### src/rtl/sc_score_keeper_pkg.sv
// -----------------------------------------------------------------------------
// sc_score_pkg
// Shared definitions for the score keeper: grade encodings, timing-window
// thresholds, base point values, combo multiplier breakpoints and the small
// grading helpers used by the top level.
// -----------------------------------------------------------------------------
package sc_score_pkg;

   localparam int IDX_W   = 6;   // note index width (covers up to 64 lanes)
   localparam int DELTA_W = 8;   // saturated timing error width
   localparam int COMBO_W = 10;
   localparam int DROP_W  = 8;
   localparam int PTS_W   = 7;   // base points (max 100)
   localparam int SPTS_W  = 9;   // scaled points (max 400)

   typedef enum logic [1:0] {
      GRADE_MISS    = 2'd0,
      GRADE_OK      = 2'd1,
      GRADE_GOOD    = 2'd2,
      GRADE_PERFECT = 2'd3
   } grade_t;

   localparam logic [DELTA_W-1:0] THR_PERFECT = 8'd2;
   localparam logic [DELTA_W-1:0] THR_GOOD    = 8'd5;
   localparam logic [DELTA_W-1:0] THR_OK      = 8'd10;

   localparam logic [PTS_W-1:0] PTS_PERFECT = 7'd100;
   localparam logic [PTS_W-1:0] PTS_GOOD    = 7'd50;
   localparam logic [PTS_W-1:0] PTS_OK      = 7'd20;

   localparam logic [COMBO_W-1:0] COMBO_X2  = 10'd10;
   localparam logic [COMBO_W-1:0] COMBO_X3  = 10'd20;
   localparam logic [COMBO_W-1:0] COMBO_X4  = 10'd30;
   localparam logic [COMBO_W-1:0] COMBO_MAX = 10'd1023;

   function automatic grade_t grade_of(input logic [DELTA_W-1:0] delta);
      if (delta <= THR_PERFECT)   return GRADE_PERFECT;
      else if (delta <= THR_GOOD) return GRADE_GOOD;
      else if (delta <= THR_OK)   return GRADE_OK;
      else                        return GRADE_MISS;
   endfunction

   function automatic logic [PTS_W-1:0] base_pts(input grade_t g);
      case (g)
         GRADE_PERFECT: return PTS_PERFECT;
         GRADE_GOOD:    return PTS_GOOD;
         GRADE_OK:      return PTS_OK;
         default:       return '0;
      endcase
   endfunction

endpackage

### src/rtl/sc_score_keeper_if.sv
// -----------------------------------------------------------------------------
// sc_score_keeper_if
// Bundle between the note-matching stage (master) and the score keeper
// (slave).
//   song_time     : current song time
//   match_trigger : one-cycle pulse per matched note lane
//   match_time    : scheduled time of lane i at [TW*i +: TW]
//   grade_valid   : one-cycle pulse per produced grade
//   grade         : MISS/OK/GOOD/PERFECT
//   grade_note    : lane index of the graded note
//   combo         : current consecutive non-MISS count
//   max_combo     : highest combo since reset/clear
//   score         : accumulated score
//   drop_count    : triggers overwritten while still pending
// -----------------------------------------------------------------------------
interface sc_score_keeper_if
   import sc_score_pkg::*;
#(
   parameter int NUM_NOTES = 37,
   parameter int TW        = 16,
   parameter int SCORE_W   = 24
);
   logic [TW-1:0]           song_time;
   logic [NUM_NOTES-1:0]    match_trigger;
   logic [NUM_NOTES*TW-1:0] match_time;
   logic                    grade_valid;
   grade_t                  grade;
   logic [IDX_W-1:0]        grade_note;
   logic [COMBO_W-1:0]      combo;
   logic [COMBO_W-1:0]      max_combo;
   logic [SCORE_W-1:0]      score;
   logic [DROP_W-1:0]       drop_count;

   modport master (
      output song_time, match_trigger, match_time,
      input  grade_valid, grade, grade_note, combo, max_combo, score, drop_count
   );

   modport slave (
      input  song_time, match_trigger, match_time,
      output grade_valid, grade, grade_note, combo, max_combo, score, drop_count
   );
endinterface

### src/rtl/sc_score_keeper_note_arbiter.sv
// -----------------------------------------------------------------------------
// sc_note_arbiter
// Combinational find-first-set over the pending lanes; lowest index wins.
//   req : pending lane bits
//   idx : index of the lowest set bit (0 when none)
//   any : at least one bit set
// -----------------------------------------------------------------------------
module sc_note_arbiter
   import sc_score_pkg::*;
#(
   parameter int NUM_NOTES = 37
) (
   input  logic [NUM_NOTES-1:0] req,
   output logic [IDX_W-1:0]     idx,
   output logic                 any
);

   // Scanning downward lets the lowest set index overwrite higher ones.
   always_comb begin
      idx = '0;
      any = 1'b0;
      for (int i = NUM_NOTES - 1; i >= 0; i--) begin
         if (req[i]) begin
            idx = IDX_W'(i);
            any = 1'b1;
         end
      end
   end

endmodule

### src/rtl/sc_score_keeper.sv
// -----------------------------------------------------------------------------
// sc_score_keeper
// Grades note hits against song time and keeps combo / score state.
// Triggers are captured into per-lane pending bits with a saturated timing
// error; one pending lane (lowest index first) is graded per clock.
//   clk   : system clock
//   rst   : synchronous active-high reset
//   clear : synchronous song restart, identical effect to rst
//   sk    : slave side of sc_score_keeper_if (inputs from the matcher,
//           grade/combo/score outputs for display)
// -----------------------------------------------------------------------------
module sc_score_keeper
   import sc_score_pkg::*;
#(
   parameter int NUM_NOTES = 37,
   parameter int TW        = 16,
   parameter int SCORE_W   = 24
) (
   input  logic               clk,
   input  logic               rst,
   input  logic               clear,
   sc_score_keeper_if.slave   sk
);

   function automatic logic [DELTA_W-1:0] abs_sat_delta(
      input logic [TW-1:0] t_now,
      input logic [TW-1:0] t_sched
   );
      logic signed [TW:0] diff;
      logic        [TW:0] mag;
      diff = signed'({1'b0, t_now}) - signed'({1'b0, t_sched});
      mag  = diff[TW] ? unsigned'(-diff) : unsigned'(diff);
      return (mag > (TW+1)'(255)) ? {DELTA_W{1'b1}} : mag[DELTA_W-1:0];
   endfunction

   function automatic logic [COMBO_W-1:0] sat_inc_combo(input logic [COMBO_W-1:0] c);
      return (c == COMBO_MAX) ? c : c + 1'b1;
   endfunction

   // x3 built from shift+add to keep the datapath multiplier-free.
   function automatic logic [SPTS_W-1:0] scale_pts(
      input logic [PTS_W-1:0]   base,
      input logic [COMBO_W-1:0] c
   );
      logic [SPTS_W-1:0] b;
      b = {{(SPTS_W-PTS_W){1'b0}}, base};
      if (c >= COMBO_X4)      return b << 2;
      else if (c >= COMBO_X3) return (b << 1) + b;
      else if (c >= COMBO_X2) return b << 1;
      else                    return b;
   endfunction

   function automatic logic [SCORE_W-1:0] sat_add_score(
      input logic [SCORE_W-1:0] s,
      input logic [SPTS_W-1:0]  p
   );
      logic [SCORE_W:0] sum;
      sum = {1'b0, s} + (SCORE_W+1)'(p);
      return sum[SCORE_W] ? {SCORE_W{1'b1}} : sum[SCORE_W-1:0];
   endfunction

   function automatic logic [DROP_W-1:0] sat_add_drop(
      input logic [DROP_W-1:0] d,
      input logic [6:0]        n
   );
      logic [DROP_W:0] sum;
      sum = {1'b0, d} + (DROP_W+1)'(n);
      return sum[DROP_W] ? {DROP_W{1'b1}} : sum[DROP_W-1:0];
   endfunction

   logic [NUM_NOTES-1:0] pending_p0;
   logic [DELTA_W-1:0]   delta_p0 [NUM_NOTES];
   logic [DELTA_W-1:0]   delta_new [NUM_NOTES];

   logic                 vld_p1;
   grade_t               grade_p1;
   logic [IDX_W-1:0]     note_p1;
   logic [COMBO_W-1:0]   combo_p1;
   logic [COMBO_W-1:0]   max_combo_p1;
   logic [SCORE_W-1:0]   score_p1;
   logic [DROP_W-1:0]    drop_p1;

   logic [IDX_W-1:0]     sel_idx;
   logic                 sel_any;
   logic [NUM_NOTES-1:0] serviced_mask;
   logic [DELTA_W-1:0]   sel_delta;
   grade_t               sel_grade;
   logic [COMBO_W-1:0]   combo_nxt;
   logic [SPTS_W-1:0]    pts_nxt;
   logic [NUM_NOTES-1:0] drop_vec;
   logic [6:0]           drop_inc;

   always_comb begin
      for (int i = 0; i < NUM_NOTES; i++) begin
         delta_new[i] = abs_sat_delta(sk.song_time, sk.match_time[i*TW +: TW]);
      end
   end

   sc_note_arbiter #(
      .NUM_NOTES (NUM_NOTES)
   ) u_arb (
      .req (pending_p0),
      .idx (sel_idx),
      .any (sel_any)
   );

   // ---- stage p0 -> p1: grade the arbitrated lane ----
   always_comb begin
      serviced_mask = sel_any ? (NUM_NOTES'(1) << sel_idx) : '0;
      sel_delta     = delta_p0[sel_idx];
      sel_grade     = grade_of(sel_delta);
      combo_nxt     = (sel_grade == GRADE_MISS) ? '0 : sat_inc_combo(combo_p1);
      pts_nxt       = scale_pts(base_pts(sel_grade), combo_nxt);
      // A retrigger on the lane being graded is not a drop: the old delta
      // is consumed this cycle and the new one re-arms the lane.
      drop_vec      = sk.match_trigger & pending_p0 & ~serviced_mask;
      drop_inc      = '0;
      for (int i = 0; i < NUM_NOTES; i++) begin
         drop_inc = drop_inc + 7'(drop_vec[i]);
      end
   end

   // ---- stage p0: capture triggers / stage p1: registered outputs ----
   always_ff @(posedge clk) begin
      if (rst || clear) begin
         pending_p0   <= '0;
         for (int i = 0; i < NUM_NOTES; i++) begin
            delta_p0[i] <= '0;
         end
         vld_p1       <= 1'b0;
         grade_p1     <= GRADE_MISS;
         note_p1      <= '0;
         combo_p1     <= '0;
         max_combo_p1 <= '0;
         score_p1     <= '0;
         drop_p1      <= '0;
      end else begin
         pending_p0 <= (pending_p0 & ~serviced_mask) | sk.match_trigger;
         for (int i = 0; i < NUM_NOTES; i++) begin
            if (sk.match_trigger[i]) begin
               delta_p0[i] <= delta_new[i];
            end
         end
         vld_p1  <= sel_any;
         drop_p1 <= sat_add_drop(drop_p1, drop_inc);
         if (sel_any) begin
            grade_p1     <= sel_grade;
            note_p1      <= sel_idx;
            combo_p1     <= combo_nxt;
            max_combo_p1 <= (combo_nxt > max_combo_p1) ? combo_nxt : max_combo_p1;
            score_p1     <= sat_add_score(score_p1, pts_nxt);
         end
      end
   end

   assign sk.grade_valid = vld_p1;
   assign sk.grade       = grade_p1;
   assign sk.grade_note  = note_p1;
   assign sk.combo       = combo_p1;
   assign sk.max_combo   = max_combo_p1;
   assign sk.score       = score_p1;
   assign sk.drop_count  = drop_p1;

endmodule

### src/flat_wrapper.sv
// flat-port wrapper written by rule: the top's interface ports become plain ports
module sc_score_keeper_flat import sc_score_pkg::*;
#(
   parameter int NUM_NOTES = 37,
   parameter int TW        = 16,
   parameter int SCORE_W   = 24
)
  (clk, rst, clear, sk_song_time, sk_match_trigger, sk_match_time, sk_grade_valid, sk_grade, sk_grade_note, sk_combo, sk_max_combo, sk_score, sk_drop_count);
  sc_score_keeper_if #(.NUM_NOTES(NUM_NOTES), .TW(TW), .SCORE_W(SCORE_W)) sk_i ();
  input  logic clk;
  input  logic rst;
  input  logic clear;
  input wire logic [$bits(sk_i.song_time)-1:0] sk_song_time;
  input wire logic [$bits(sk_i.match_trigger)-1:0] sk_match_trigger;
  input wire logic [$bits(sk_i.match_time)-1:0] sk_match_time;
  output wire logic [$bits(sk_i.grade_valid)-1:0] sk_grade_valid;
  output wire logic [$bits(sk_i.grade)-1:0] sk_grade;
  output wire logic [$bits(sk_i.grade_note)-1:0] sk_grade_note;
  output wire logic [$bits(sk_i.combo)-1:0] sk_combo;
  output wire logic [$bits(sk_i.max_combo)-1:0] sk_max_combo;
  output wire logic [$bits(sk_i.score)-1:0] sk_score;
  output wire logic [$bits(sk_i.drop_count)-1:0] sk_drop_count;
  assign sk_i.song_time = sk_song_time;
  assign sk_i.match_trigger = sk_match_trigger;
  assign sk_i.match_time = sk_match_time;
  assign sk_grade_valid = sk_i.grade_valid;
  assign sk_grade = sk_i.grade;
  assign sk_grade_note = sk_i.grade_note;
  assign sk_combo = sk_i.combo;
  assign sk_max_combo = sk_i.max_combo;
  assign sk_score = sk_i.score;
  assign sk_drop_count = sk_i.drop_count;
  sc_score_keeper #(.NUM_NOTES(NUM_NOTES), .TW(TW), .SCORE_W(SCORE_W)) u_core (.clk(clk), .rst(rst), .clear(clear), .sk(sk_i));
endmodule
### config.mk
export PLATFORM = sky130hd
export DESIGN_NAME = sc_score_keeper_flat
export DESIGN_NICKNAME = d
export VERILOG_FILES = /design/src/rtl/sc_score_keeper_pkg.sv /design/src/rtl/sc_score_keeper_if.sv /design/src/rtl/sc_score_keeper_note_arbiter.sv /design/src/rtl/sc_score_keeper.sv /design/src/flat_wrapper.sv
export SDC_FILE = /design/constraint.sdc
export NUM_CORES = 2
export LEC_CHECK = 0
export BUFFER_PORTS_ARGS = -buffer_cell sky130_fd_sc_hd__buf_2
export CORE_ASPECT_RATIO = 1.1
export CORE_MARGIN = 3
export CORE_UTILIZATION = 45
export CTS_CLUSTER_SIZE = 16
export DETAILED_ROUTE_END_ITERATION = 10
export HOLD_SLACK_MARGIN = 0.12
export PLACE_DENSITY_LB_ADDON = 0.12
export SYNTH_ARGS = -nofsm -noshare
export SYNTH_HDL_FRONTEND = slang
export SYNTH_SLANG_ARGS = --single-unit
### constraint.sdc
create_clock -name clk -period 21.6 [get_ports clk]
set_clock_uncertainty 0.15 [all_clocks]
set_input_delay 2.16 -clock clk [delete_from_list [all_inputs] [get_ports clk]]
set_output_delay 2.16 -clock clk [all_outputs]
set_load 0.1 [all_outputs]
==> run metrics <==
Sink Count=394; antenna violations before repair=20; Setup TNS=0 ns; synthesized flop and latch total=394; post-synthesis mux area share=0.0192; final hold vios=0; Initial Util=0.455; Yosys top cell area share=0.149; I/O pins=709; async set or reset register ratio after synthesis=0; fin. max-slew vios=0; post-CTS sizing=0; First DRT Iteration DRCs=4506; global-route wire length before repair=331000 microns; drt pass-1 iters=6; minimum clock period=9.63 ns; Synth Area in Simple Gates=0.213; Root Buffer=clkbuf_16; CP Class=flip-flop to flip-flop; sequential fraction of the synthesis area=0.182; Post-Syn Nets=9188; Core Area=131000 sq um; FP Rows=139; final setup vio count=0; largest family of logic cells by synthesized area=compound AO/OA/AOI/OAI gates; Compound-Gate Fraction of Synth Area=0.254; Mapped Area=59600 sq um; height of the chip=388 microns; number of filler cells placed in the layout=13.0k; unrepaired setup endpoints after global routing=no; Final Cycle Share=0.446; Die ar.=137000 sq um; Clock transition at path regs=0.06 ns; number of global-route vias before repair=56.7k; status=complete, no violations; dominant synthesized flop cell=edfxtp_1; area leader, netlist=edfxtp_1; Max FO, Critical Path=16; vias per cell=5.89; Pwr Density=56.9 nW/um^2; clock latency on the worst-skew pair=0.60 ns; CP endpoint kind=flip-flop; Worst-Margin Slew=1.24 ns; All-Layer GR Usage=0.308; Yosys cell types=124; DRT met1 WL=92700 microns; placer congestion estimate=0.952; chip width=353 microns; syn avg cell area=7.64 sq um; post-synthesis instance total=7805; CP startpoint kind=flip-flop; Post-Synth XOR/XNOR Area=0.105; peak supply drop=0.0496 mV; max cap viols=0; slew margin rel.=0.163; post-route ant nets=0; CTS buffer count=45; Syn-to-layout area delta=12.0%; drt wl/cell=21.7 microns; Pleak=30.7 nW; most frequent CP cell=a21oi_1; Critical Path Max Stage Delay=1.13 ns; Req. time, crit path=21.95 ns; met2 WL=104000 microns; top-count cell post-synth=inv_1; largest net degree at the start of global routing=57; total gr overflow=0; WP data arrival=9.98 ns; H-tree levels=2; final wirelength=223000 microns; highest metal used=met5; CTS tree=done; I/O Buffers=708; Post-synth EDFFs=296; postcts setup bufs=0; final net count=9850; leading cell types by count after synthesis=inv_1, a21oi_1, nor2_1; worst min path class=flip-flop to flip-flop; FMAX=0.104 GHz; Synthesis Warnings=0; worst hold margin=0.300 ns; Post-Synth Adder-Cell Area=0.163; via count=60.5k; slowest CP cell=o41ai_1; largest cells by area after synthesis=edfxtp_1, ha_1, a21oi_1; Clock Path Buffers=3; hold_buf cts=0; Residual DRC=0; met3 wire len=13400 microns; share of post-route cells with drive strength above 1=0.126; DP Wirelength=182000 microns
## flip-flops by register name (all words and copies together) (netlist names)
| register | flops |
|---|---|
| u_core.sk.grade_note | 6 |
| u_core.sk.combo | 10 |
| u_core.sk.grade | 2 |
| u_core.sk.drop_count | 8 |
| u_core.sk.max_combo | 10 |
| u_core.delta_p0 | 296 |
| u_core.sk.grade_valid | 1 |
| u_core.sk.score | 24 |
| u_core.pending_p0 | 37 |
## logic make-up after synthesis
| group | Yosys count |
|---|---|
| buffers and inverters | 1005 |
| adder cells (fa/ha/maj) | 735 |
| AND/OR/NAND/NOR | 2545 |
| multiplexers | 107 |
| other | 1 |
| XOR/XNOR | 712 |
| flip-flops | 394 |
| AO/OA/AOI/OAI | 2306 |
## stage by stage
| step | setup slack (ns) | power [mW] | cells | util | instance area [sq um] |
|---|---|---|---|---|---|
| 5_1_grt | 11.27 | 4.06 | 10300 | 0.510 | 66700 |
| 3_3_place_gp | 12.36 | 2.96 | 10200 | 0.498 | 65200 |
| 6_report | 11.97 | 3.80 | 10300 | 0.510 | 66800 |
| 2_1_floorplan | 13.56 | 2.44 | 7805 | - | 59600 |
| 4_1_cts | 12.18 | 3.79 | 10300 | 0.510 | 66700 |
| 3_5_place_dp | 12.26 | 2.98 | 10200 | 0.498 | 65200 |
## worst max-delay path, delay by kind of cell (launching register included)
kind                       cells  cell delay (ns)
AOI/OAI and AO/OA             20             5.61
and+or+nand+nor                8             2.15
adders and majority gates      2             0.78
buffers and inverters          2             0.49
DFF                            1             0.34
## worst paths after layout
kind / from / endpoint / slack (ns) / cells after the start
worst max-delay path: u_core.pending_p0[20] / u_core.sk.score[2] / 11.97 / 32
worst min-delay path: u_core.sk.score[0] / u_core.sk.score[0] / 0.30 / 2
worst max register to register: u_core.pending_p0[20] / u_core.sk.score[2] / 11.97 / 32
worst min register to register: u_core.sk.score[0] / u_core.sk.score[0] / 0.30 / 2
## placed cells by master, fill, tap and decap left out, types with 296 or more instances in the layout
| cell type | Yosys | layout |
|---|---|---|
| inv_1 | 876 | 875 |
| nor2_1 | 676 | 673 |
| xnor2_1 | 400 | 400 |
| nand2_1 | 582 | 581 |
| a21oi_1 | 774 | 774 |
| xor2_1 | 312 | 312 |
| o21ai_0 | 415 | 414 |
| edfxtp_1 | 296 | 296 |
| buf_2 | 18 | 693 |
| ha_1 | 667 | 667 |
## where the power goes
| part | internal (mW) | switching, mW | total, mW |
|---|---|---|---|
| Clock | 0.470 | 0.330 | 0.800 |
| Combinational | 0.787 | 1.28 | 2.07 |
| Sequential | 0.871 | 0.0621 | 0.934 |
| Total | 2.13 | 1.67 | 3.80 |
## per-layer routing
metal / up-vias / GRT usage
met5: - / 0
met4: 8 / 0.143
met3: 430 / 0.0353
met2: 2016 / 0.529
met1: 28400 / 0.386
li1: 29600 / -
## cell type report
type	count	area (sq um)	area share
multi-input combinational	6406	45000	0.674
timing repair buffer	743	3850	0.0576
inverter	877	3290	0.0493
sequential	394	10900	0.163
antenna	12	30.0	0.000450
clock buffer	53	1200	0.0179
tap	1762	2200	0.0330
clock inverter	28	325	0.00487
(Power assumes the default switching activity.)
